--- config.mk ---
export PLATFORM = sky130hd
export DESIGN_NAME = game_controller
export DESIGN_NICKNAME = d
export VERILOG_FILES = /design/src/rtl/game_controller.sv
export SDC_FILE = /design/constraint.sdc
export NUM_CORES = 1
export LEC_CHECK = 0
export ABC_AREA = 1
export CORE_MARGIN = 5
export CORE_UTILIZATION = 50
export DETAILED_ROUTE_END_ITERATION = 12
export HOLD_SLACK_MARGIN = 0.03
export PLACE_DENSITY_LB_ADDON = 0.15
export SLEW_MARGIN = 20
export SYNTH_ARGS = -nofsm -noshare
export SYNTH_HDL_FRONTEND = slang
export SYNTH_SLANG_ARGS = --single-unit
--- constraint.sdc ---
create_clock -name i_clk -period 3.4 [get_ports i_clk]
set_clock_uncertainty 0.05 [all_clocks]
set_input_delay 0.68 -clock i_clk [delete_from_list [all_inputs] [get_ports i_clk]]
set_output_delay 0.68 -clock i_clk [all_outputs]
set_load 0.01 [all_outputs]
--- src/rtl/game_controller.sv ---
// Gomoku 8x8 turn sequencer: judges each offered move, commits legal stones to
// board memory, tracks turn/move count/outcome and clears the board on (re)start.
module game_controller (
    input  logic       i_clk,
    input  logic       i_rst_n,
    input  logic       i_new_game,
    input  logic       i_move_valid,
    input  logic [5:0] i_move_pos,
    output logic       o_move_ready,
    output logic       o_judge_en,
    output logic       o_judge_color,
    output logic [5:0] o_judge_pos,
    input  logic       i_judge_done,
    input  logic [1:0] i_judge_result,
    output logic       o_wr_en,
    output logic [5:0] o_wr_addr,
    output logic [1:0] o_wr_data,
    input  logic       i_wr_ack,
    output logic       o_turn,
    output logic [6:0] o_move_count,
    output logic       o_reject,
    output logic       o_game_over,
    output logic       o_winner,
    output logic       o_draw
);

    localparam logic       SIDE_RED       = 1'b0;
    localparam logic       SIDE_GREEN     = 1'b1;
    localparam logic [1:0] JUDGER_INVALID = 2'd0;
    localparam logic [1:0] JUDGER_VALID   = 2'd1;
    localparam logic [1:0] JUDGER_WIN     = 2'd2;

    localparam logic [2:0] S_CLEAR   = 3'd0;
    localparam logic [2:0] S_IDLE    = 3'd1;
    localparam logic [2:0] S_JUDGE   = 3'd2;
    localparam logic [2:0] S_RELEASE = 3'd3;
    localparam logic [2:0] S_WRITE   = 3'd4;
    localparam logic [2:0] S_OVER    = 3'd5;

    logic [2:0] r_state;
    logic [5:0] r_clr_addr;
    logic [5:0] r_judge_pos;
    logic [1:0] r_result;
    logic       r_turn;
    logic [6:0] r_move_count;
    logic       r_reject;
    logic       r_game_over;
    logic       r_winner;
    logic       r_draw;

    logic       w_legal;
    logic [6:0] w_count_nxt;

    assign w_legal     = (r_result == JUDGER_VALID) || (r_result == JUDGER_WIN);
    assign w_count_nxt = r_move_count + 7'd1;

    always_ff @(posedge i_clk) begin
        if (!i_rst_n) begin
            r_state      <= S_CLEAR;
            r_clr_addr   <= 6'd0;
            r_judge_pos  <= 6'd0;
            r_result     <= JUDGER_INVALID;
            r_turn       <= SIDE_RED;
            r_move_count <= 7'd0;
            r_reject     <= 1'b0;
            r_game_over  <= 1'b0;
            r_winner     <= 1'b0;
            r_draw       <= 1'b0;
        end else begin
            r_reject <= 1'b0;
            case (r_state)
                S_CLEAR: begin
                    if (i_wr_ack) begin
                        r_clr_addr <= r_clr_addr + 6'd1;
                        if (r_clr_addr == 6'd63) r_state <= S_IDLE;
                    end
                end
                S_IDLE: begin
                    if (i_new_game) begin
                        r_state      <= S_CLEAR;
                        r_clr_addr   <= 6'd0;
                        r_turn       <= SIDE_RED;
                        r_move_count <= 7'd0;
                        r_game_over  <= 1'b0;
                        r_winner     <= 1'b0;
                        r_draw       <= 1'b0;
                    end else if (i_move_valid) begin
                        r_judge_pos <= i_move_pos;
                        r_state     <= S_JUDGE;
                    end
                end
                S_JUDGE: begin
                    if (i_judge_done) begin
                        // Unknown result codes collapse to INVALID here.
                        r_result <= ((i_judge_result == JUDGER_VALID) ||
                                     (i_judge_result == JUDGER_WIN)) ?
                                    i_judge_result : JUDGER_INVALID;
                        r_state  <= S_RELEASE;
                    end
                end
                S_RELEASE: begin
                    if (!i_judge_done) begin
                        if (w_legal) begin
                            r_state <= S_WRITE;
                        end else begin
                            r_reject <= 1'b1;
                            r_state  <= S_IDLE;
                        end
                    end
                end
                S_WRITE: begin
                    if (i_wr_ack) begin
                        r_move_count <= w_count_nxt;
                        if (r_result == JUDGER_WIN) begin
                            r_game_over <= 1'b1;
                            r_winner    <= r_turn;
                            r_state     <= S_OVER;
                        end else if (w_count_nxt == 7'd64) begin
                            r_game_over <= 1'b1;
                            r_draw      <= 1'b1;
                            r_state     <= S_OVER;
                        end else begin
                            r_turn  <= (r_turn == SIDE_RED) ? SIDE_GREEN : SIDE_RED;
                            r_state <= S_IDLE;
                        end
                    end
                end
                S_OVER: begin
                    if (i_new_game) begin
                        r_state      <= S_CLEAR;
                        r_clr_addr   <= 6'd0;
                        r_turn       <= SIDE_RED;
                        r_move_count <= 7'd0;
                        r_game_over  <= 1'b0;
                        r_winner     <= 1'b0;
                        r_draw       <= 1'b0;
                    end
                end
                default: r_state <= S_CLEAR;
            endcase
        end
    end

    // Write port is shared by the clear sweep and stone commits.
    assign o_wr_en       = (r_state == S_CLEAR) || (r_state == S_WRITE);
    assign o_wr_addr     = (r_state == S_CLEAR) ? r_clr_addr : r_judge_pos;
    assign o_wr_data     = (r_state == S_CLEAR) ? 2'b00 :
                           ((r_turn == SIDE_RED) ? 2'b10 : 2'b01);
    assign o_move_ready  = (r_state == S_IDLE);
    assign o_judge_en    = (r_state == S_JUDGE);
    assign o_judge_color = r_turn;
    assign o_judge_pos   = r_judge_pos;
    assign o_turn        = r_turn;
    assign o_move_count  = r_move_count;
    assign o_reject      = r_reject;
    assign o_game_over   = r_game_over;
    assign o_winner      = r_winner;
    assign o_draw        = r_draw;

endmodule

; Yosys cells after proc, flatten, opt, wreduce, memory -nomap -nowiden
; Cells that the tools add are included.
[word_totals]
regBits = 29
wordCells = 95
in_bits = 14
[classes]
n_eq_ne = 24
muxes = 39
reduce_logical = 17
bitwise_logic = 3
n_addsub = 2
[op_table]
columns = operator, count
row1 = $mux 3, 11
row2 = $mux 6, 3
row3 = $ne 2x2->1 const B, 9
row4 = $pmux 3 s6, 1
row5 = $mux 7, 2
row6 = $pmux 7 s2, 1
row7 = $mux 1, 13
row8 = $pmux 6 s2, 1
row9 = $reduce_and 5->1, 2
row10 = $reduce_and 3->1, 3
row11 = $pmux 1 s2, 4
row12 = $reduce_and 4->1, 2
row13 = $add 7x1->7 const B, 1
row14 = $eq 7x7->1 const B, 1
row15 = $reduce_and 7->1, 1
row16 = $add 6x1->6 const B, 1
row17 = $eq 3x2->1 const B, 2
row18 = $eq 3x3->1 const B, 2
row19 = $eq 6x6->1 const B, 1
row20 = $mux 2, 3
row21 = $ne 3x3->1 const B, 2
row22 = $eq 2x1->1 const B, 2
row23 = $eq 2x2->1 const B, 2
row24 = $ne 2x1->1 const B, 2
row25 = 8 further kinds, 13

; Longest topological paths before layout
; Gate-level depths: netlist of the first run.
[logic_depth]
depth_word = 6
depth_mapped = 12
depth_no_buf = 12

; Least setup slack after synthesis of the first run
; OpenSTA, ideal clock, no wires.
[synth_timing]
path_type = flip-flop to output port
start = register r_state[1]
end = output port o_wr_addr[0]
path_slack_ps = 1464
path_stages_with_launch = 7
arrival_ps = 1206
cell_sequence = dfxtp_1 inv_2 nand2_4 nor2_2 inv_2 clkbuf_1 o21ai_0
[synth_between]
elab_chain_len = 2
[synth_rtl]
columns = item, line
row1 = start: declaration, 40  ; logic [2:0] r_state;
row2 = start signal: assignment, 59  ; r_state <= S_CLEAR;
row3 = start signal: assignment, 75  ; if (r_clr_addr == 6'd63) r_state <= S_IDLE;
row4 = start signal: assignment, 80  ; r_state <= S_CLEAR;
row5 = $logic_not 3->1, 146  ; assign o_wr_addr = (r_state == S_CLEAR) ? r_clr_addr : r_judge_pos;
row6 = $mux 6, 146
row7 = end: declaration, 16  ; output logic [5:0] o_wr_addr,
; Every way passes these cells.

; Worst setup path in the final report of the first run
[layout_timing]
start = register r_state[1]
end = output port o_wr_addr[5]
; Same word-level chain as after synthesis.

==> flow_metrics.tcl, run 1 <==
set metrics [dict create \
    fp.dieH_um 66.6 \
    cts_setup_buffers 0 \
    synth-simple-area-share_pct 35.3 \
    area_growth_syn_to_layout_pct 33.5 \
    ctsResizeCount 0 \
    synth_fa_ha_area_share_pct 2.35 \
    min_period_over_period_pct 80.2 \
    firstDrtPassIters 4 \
    start_util_pct 52.4 \
    synth-xor-area-share_pct 0 \
    synth_area_leaders "dfxtp_1 36%, nand2_1 11%, nor2_1 8.2%, inv_1 7.0%, o21ai_0 5.3%" \
    clkTransAtPathRegs_ps 100 \
    gp_congestion 0.806 \
    ys_ff_latch 29 \
    htree_num_levels 2 \
    drtAntennaViolNets 0 \
    drcViolationCount 0 \
    crit_required_ps 2670 \
    nFillCells 278 \
    rr_worst_depth 9 \
    synthMuxAreaShare_pct 0 \
    finalHoldViolCount 0 \
    grtUsageTotal_pct 19.5 \
    netlist_area_um2 1600 \
    yosysUniqueCellTypes 28 \
    yosysTopAreaCell "dfxtp_1" \
    drt_iter0_drc 104 \
    clk-insertion-delay-late_ps 330 \
    leakagePower_uw 0.000854 \
    vias_per_cell 4.91 \
    start_kind "flip-flop" \
    cts_made_buffers 5 \
    io-pin-count 44 \
    wl_per_cell_um 11.8 \
    ff2ff_setup_slack_ps 1690 \
    grt_pass1_vias 1518 \
    die_w_um 66.6 \
    status "finished clean" \
    synth_compound_area_share_pct 15.3 \
    nNetsFinal 302 \
    synthesis.nets 256 \
    clock.fmax_mhz 367 \
    fin_setup_tns_ps 0 \
    period_needed_ps 2730 \
    num_rows 20 \
    cts_root_buf "clkbuf_4" \
    hold_depth 2 \
    core_area_um2 3050 \
    path_common_cell "inv_2" \
    diodes 0 \
    ys_seq_area_share_pct 36.3 \
    grt_start_max_net_pins 14 \
    synth_top_family_by_area "simple AND/OR/NAND/NOR gates" \
    worst_hold_slack_ps 402 \
    worst_setup_path_end_kind "primary output" \
    synth_warnings 0 \
    r2r-end "r_state[2]$_SDFFE_PN0P_" \
    clock-sinks 29 \
    min_from "o_draw$_SDFFE_PN0P_" \
    dieArea_um2 4430 \
    worstPathMaxFanout 13 \
    rsz0062_at_grt "false" \
    cpLargestDelayFamily "buffers and inverters" \
    irDropWorstVdd_mv 0.220 \
    vias 1621 \
    p_per_area_nw_per_um2 295 \
    worst_path_max_delay_cell "clkdlybuf4s50_1" \
    grt_first_pass_wirelength_mm 6.63 \
    cp.arrival_ps 2000 \
    slowest_delay_ps 560 \
    yosys.area.top_type_share_pct 36.3 \
    netlist_instances 239 \
    final-setup-viol-count 0 \
    grt_antenna_before_repair 0 \
    worst_pin_slew_ps 410 \
    maxCapViolations 0 \
    port_buffers 43 \
    final_max_slew_viol_count 0 \
    max_slew_margin_pct 72.6 \
    whs_endpoint "o_draw$_SDFFE_PN0P_" \
    syn_avg_cell_area_um2 6.70 \
    worstPathCellList "inv_2 > nand2_4 > nor2_2 > inv_2 > o21ai_0 > clkdlybuf4s50_1" \
    cp.buffers_inverters 3 \
    hpwl_mm 3.02 \
    ctsHoldBuffers 0 \
    grt_overflow_total 0 \
    routed_wl_mm 3.89 \
    drive_gt1_share_pct 12.9 \
    worstSetupPathType "reg2out" \
    clock_path_buffers 2 \
    hold_class "reg2reg" \
    cts_tree "done" \
    r2r_start "o_move_count[0]$_SDFFE_PN0P_" \
]
==> cells in the final DEF (no fill, tap or decap) <==
| cell | netlist | final |
|---|---|---|
| a211oi_1 | 3 | 3 |
| nand3_1 | 13 | 13 |
| nor3b_2 | 1 | 1 |
| nor3_2 | 2 | 2 |
| clkbuf_8 | 0 | 2 |
| o21ai_4 | 1 | 1 |
| nand2_2 | 4 | 4 |
| ha_1 | 3 | 3 |
| inv_4 | 1 | 1 |
| nand3_2 | 3 | 3 |
| nor2_2 | 5 | 5 |
| clkinv_2 | 0 | 1 |
| inv_2 | 9 | 9 |
| nand3b_1 | 1 | 1 |
| a21oi_1 | 16 | 16 |
| o21ai_1 | 2 | 2 |
| nand2_4 | 1 | 1 |
| nor3_1 | 4 | 4 |
| nand2_1 | 47 | 47 |
| o21bai_1 | 1 | 1 |
| nor2_4 | 2 | 2 |
| clkbuf_4 | 0 | 5 |
| a311oi_1 | 1 | 1 |
| nor2_1 | 35 | 35 |
| dfxtp_1 | 29 | 29 |
| nand4_1 | 2 | 2 |
| clkdlybuf4s50_1 | 0 | 43 |
| o21ai_0 | 17 | 17 |
| inv_1 | 30 | 30 |
| a22oi_1 | 2 | 2 |
==> power breakdown <==
group	total, uW	leakage (uW)	internal [uW]	switching, uW
clock	247	0.0000413	120	128
sequential	343	0.000234	342	1.50
combinational	40.0	0.000579	21.2	18.8
total	630	0.000854	482	148
==> sequential cells by signal, summed over array words and instances, names as in the netlist <==
| register | flops |
|---|---|
| r_state | 3 |
| o_game_over | 1 |
| o_draw | 1 |
| r_clr_addr | 6 |
| o_judge_pos | 6 |
| o_winner | 1 |
| o_reject | 1 |
| r_result | 2 |
| o_judge_color | 1 |
| o_move_count | 7 |
==> layer usage <==
metal  vias to the layer above  share of wire (%)  global-route usage, %
met2                        49                 45                   31.6
met5                         -                  0                      0
li1                        852                  -                      -
met3                         5                5.5                   6.07
met1                       715                 48                   24.5
met4                         0               0.98                   6.09
==> metrics by stage <==
step	setup WS (ps)	power, uW	instances	util, %	cell area, um^2
finish	672	630	330	70.0	2140
detailed placement	1050	391	322	67.7	2070
global placement	1120	391	322	67.7	2070
CTS	666	632	330	70.0	2140
floorplan	1460	367	239	-	1600
global route	505	656	330	70.0	2140
==> Yosys cell counts, drive strengths merged <==
cell	count
a211oi	3
nor2	42
o21ai	20
o21bai	1
ha	3
nand3	16
a311oi	1
a21oi	16
clkbuf	3
nand4	2
nor3b	1
nor3	6
nand3b	1
nand2	52
a22oi	2
inv	40
buf	1
dfxtp	29
==> kinds of logic after synthesis <==
kind of cell | after synthesis
buf+inv | 44
fa+ha+maj | 3
flops | 29
compound gates | 43
simple gates | 120
==> worst min-delay path, delay by kind of cell, from the launching register on <==
| family | cells | cell delay (ps) |
|---|---|---|
| AO/OA/AOI/OAI | 1 | 50 |
| buffers and inverters | 1 | 40 |
| flip-flops | 1 | 320 |
==> worst max-delay path by stage <==
stage                                 start      endpoint  slack, ps  cells after the start
floorplan           r_state[1]$_SDFFE_PN0P_  o_wr_addr[0]       1460                      6
global placement    r_state[1]$_SDFFE_PN0P_  o_wr_addr[5]       1120                      6
detailed placement  r_state[1]$_SDFFE_PN0P_  o_wr_addr[5]       1050                      6
CTS                 r_state[1]$_SDFFE_PN0P_  o_wr_addr[5]        670                      6
global route        r_state[1]$_SDFFE_PN0P_  o_wr_addr[0]        510                      6
finish              r_state[1]$_SDFFE_PN0P_  o_wr_addr[5]        670                      6
==> area by class of cell <==
class,instances,area [um^2],area share (%)
Clock inverter,1,5.00,0.234
Clock buffer,7,65.1,3.04
Tap cell,44,55.1,2.58
Timing Repair Buffer,43,430,20.1
Multi-Input combinational cell,166,848,39.7
Inverter,40,153,7.14
Sequential cell,29,581,27.2
Note: power is estimated with default switching activity, not from simulation.
==> run 2: changes to the inputs <==
- CORE_UTILIZATION: 50 -> 43
- clock period: 3.4 -> 2.4 ns (I/O delays scaled with it)
==> flow_metrics.tcl, run 2 (synthesis results as in run 1) <==
set metrics [dict create \
    diodes 0 \
    cp.arrival_ps 1570 \
    worst_setup_path_end_kind "primary output" \
    nNetsFinal 303 \
    r2r-end "r_state[2]$_SDFFE_PN0P_" \
    grt_overflow_total 0 \
    maxCapViolations 0 \
    crit_required_ps 1870 \
    dieArea_um2 5040 \
    rr_worst_depth 9 \
    fin_area_um2 2190 \
    irDropWorstVdd_mv 0.332 \
    hold_depth 2 \
    dp_cells 327 \
    gp_congestion 0.832 \
    largest_reg_flops 7 \
    vias 1603 \
    status "finished clean" \
    min_period_over_period_pct 87.3 \
    rsz0062_at_grt "false" \
    drtAntennaViolNets 0 \
    drt_iter0_drc 83 \
    worst_pin_slew_ps 355 \
    cts_root_buf "clkbuf_8" \
    vias_per_cell 4.80 \
    hold_class "reg2reg" \
    worstPathMaxFanout 6 \
    min_from "o_draw$_SDFFE_PN0P_" \
    final_cells 334 \
    hpwl_mm 3.01 \
    layout_commonest_cell "nand2_1" \
    ff2ff_setup_slack_ps 680 \
    final_max_slew_viol_count 0 \
    die_w_um 71.0 \
    routed_wl_mm 3.83 \
    io-pin-count 44 \
    grt_first_pass_wirelength_mm 6.67 \
    clk-insertion-delay-late_ps 280 \
    num_rows 22 \
    fp.dieH_um 71.0 \
    port_buffers 43 \
    grt_pass1_vias 1493 \
    dpl_cell_area_um2 2080 \
    max_slew_margin_pct 76.3 \
    fin_setup_tns_ps 0 \
    core_area_um2 3630 \
    grt_start_max_net_pins 14 \
    clock_path_buffers 2 \
    drive_gt1_share_pct 12.9 \
    wl_per_cell_um 11.5 \
    cts_tree "done" \
    leakagePower_uw 0.000969 \
    grt_antenna_before_repair 0 \
    drcViolationCount 0 \
    r2r_start "o_move_count[0]$_SDFFE_PN0P_" \
    start_util_pct 44.0 \
    final-setup-viol-count 0 \
    final_cell_mix "47 x nand2_1, 37 x clkdlybuf4s50_1, 35 x nor2_1, 30 x inv_1, 28 x dfxtp_1" \
    firstDrtPassIters 4 \
    whs_endpoint "o_draw$_SDFFE_PN0P_" \
    finalHoldViolCount 0 \
    nFillCells 376 \
    area_growth_syn_to_layout_pct 36.7 \
    period_needed_ps 2100 \
    worstSetupPathType "reg2out" \
    clkTransAtPathRegs_ps 60 \
    start_kind "flip-flop" \
    p_per_area_nw_per_um2 430 \
    clock.fmax_mhz 477 \
    cts_made_buffers 5 \
    htree_num_levels 2 \
    grtUsageTotal_pct 16.3 \
    clock-sinks 29 \
]
-- run 2: changes by cell type in the layout (fill, tap and decap cells not counted), sizes merged --
cell,change
clkinv,-1
clkdlybuf4s50,-6
dlymetal6s2s,+6
buf,+1
-- run 2: stage by stage --
step                      setup WS (ps)  total power [uW]  utilization, %  hold slack, ps
after floorplan                     664               520               -             390
after global routing                179               978            60.2             441
after CTS                          6.37               958            59.7             408
final                               305               941            60.2             407
after global placement              304               555            57.2             390
after detailed placement            195               556            57.2             398
-- run 2: layout make-up --
| cell class | count | area, um^2 | area share (%) |
|---|---|---|---|
| Tap cell | 48 | 60.1 | 2.75 |
| Multi-Input combinational cell | 166 | 853 | 39.0 |
| Inverter | 40 | 153 | 6.98 |
| Timing Repair Buffer | 44 | 453 | 20.7 |
| Sequential cell | 29 | 582 | 26.6 |
| Clock buffer | 7 | 86.3 | 3.95 |
-- run 2: what timing repair did --
action,CTS,global route
setup buffers,0,0
cloned,0,0
hold buffers,0,0
endpoints found under the setup margin,6,6
resized for setup,1,7
-- run 2: metal layers --
metal	share of wire [%]	up-vias	GRT usage, %
met2	44	38	25.0
met4	1.3	0	5.85
met1	48	704	22.1
met3	6.2	5	3.84
li1	-	856	-
met5	0	-	0
-- run 2: power breakdown --
part / switching, uW / internal, uW / total [uW] / leakage [uW]
sequential: 2.16 / 485 / 487 / 0.000234
clock: 170 / 227 / 397 / 0.0000443
combinational: 27.2 / 30.3 / 57.6 / 0.000690
-- run 2: worst max-delay path, stage by stage, from the launching register on --
cell             delay [ps]
dfxtp_1                 380
inv_2                   130
nand3_2                 100
inv_1                   120
clkdlybuf4s50_1         550
-- run 2: worst max path at each step --
| stage | startpoint | to | slack [ps] | depth (start not counted) |
|---|---|---|---|---|
| after floorplan | r_state[1]$_SDFFE_PN0P_ | o_wr_addr[0] | 660 | 6 |
| after global placement | r_state[1]$_SDFFE_PN0P_ | o_wr_addr[5] | 300 | 6 |
| after detailed placement | r_state[1]$_SDFFE_PN0P_ | o_wr_addr[2] | 190 | 6 |
| after CTS | r_state[1]$_SDFFE_PN0P_ | o_wr_addr[2] | 6 | 6 |
| after global routing | r_state[2]$_SDFFE_PN0P_ | o_judge_en | 180 | 4 |
| final | r_state[2]$_SDFFE_PN0P_ | o_judge_en | 300 | 4 |
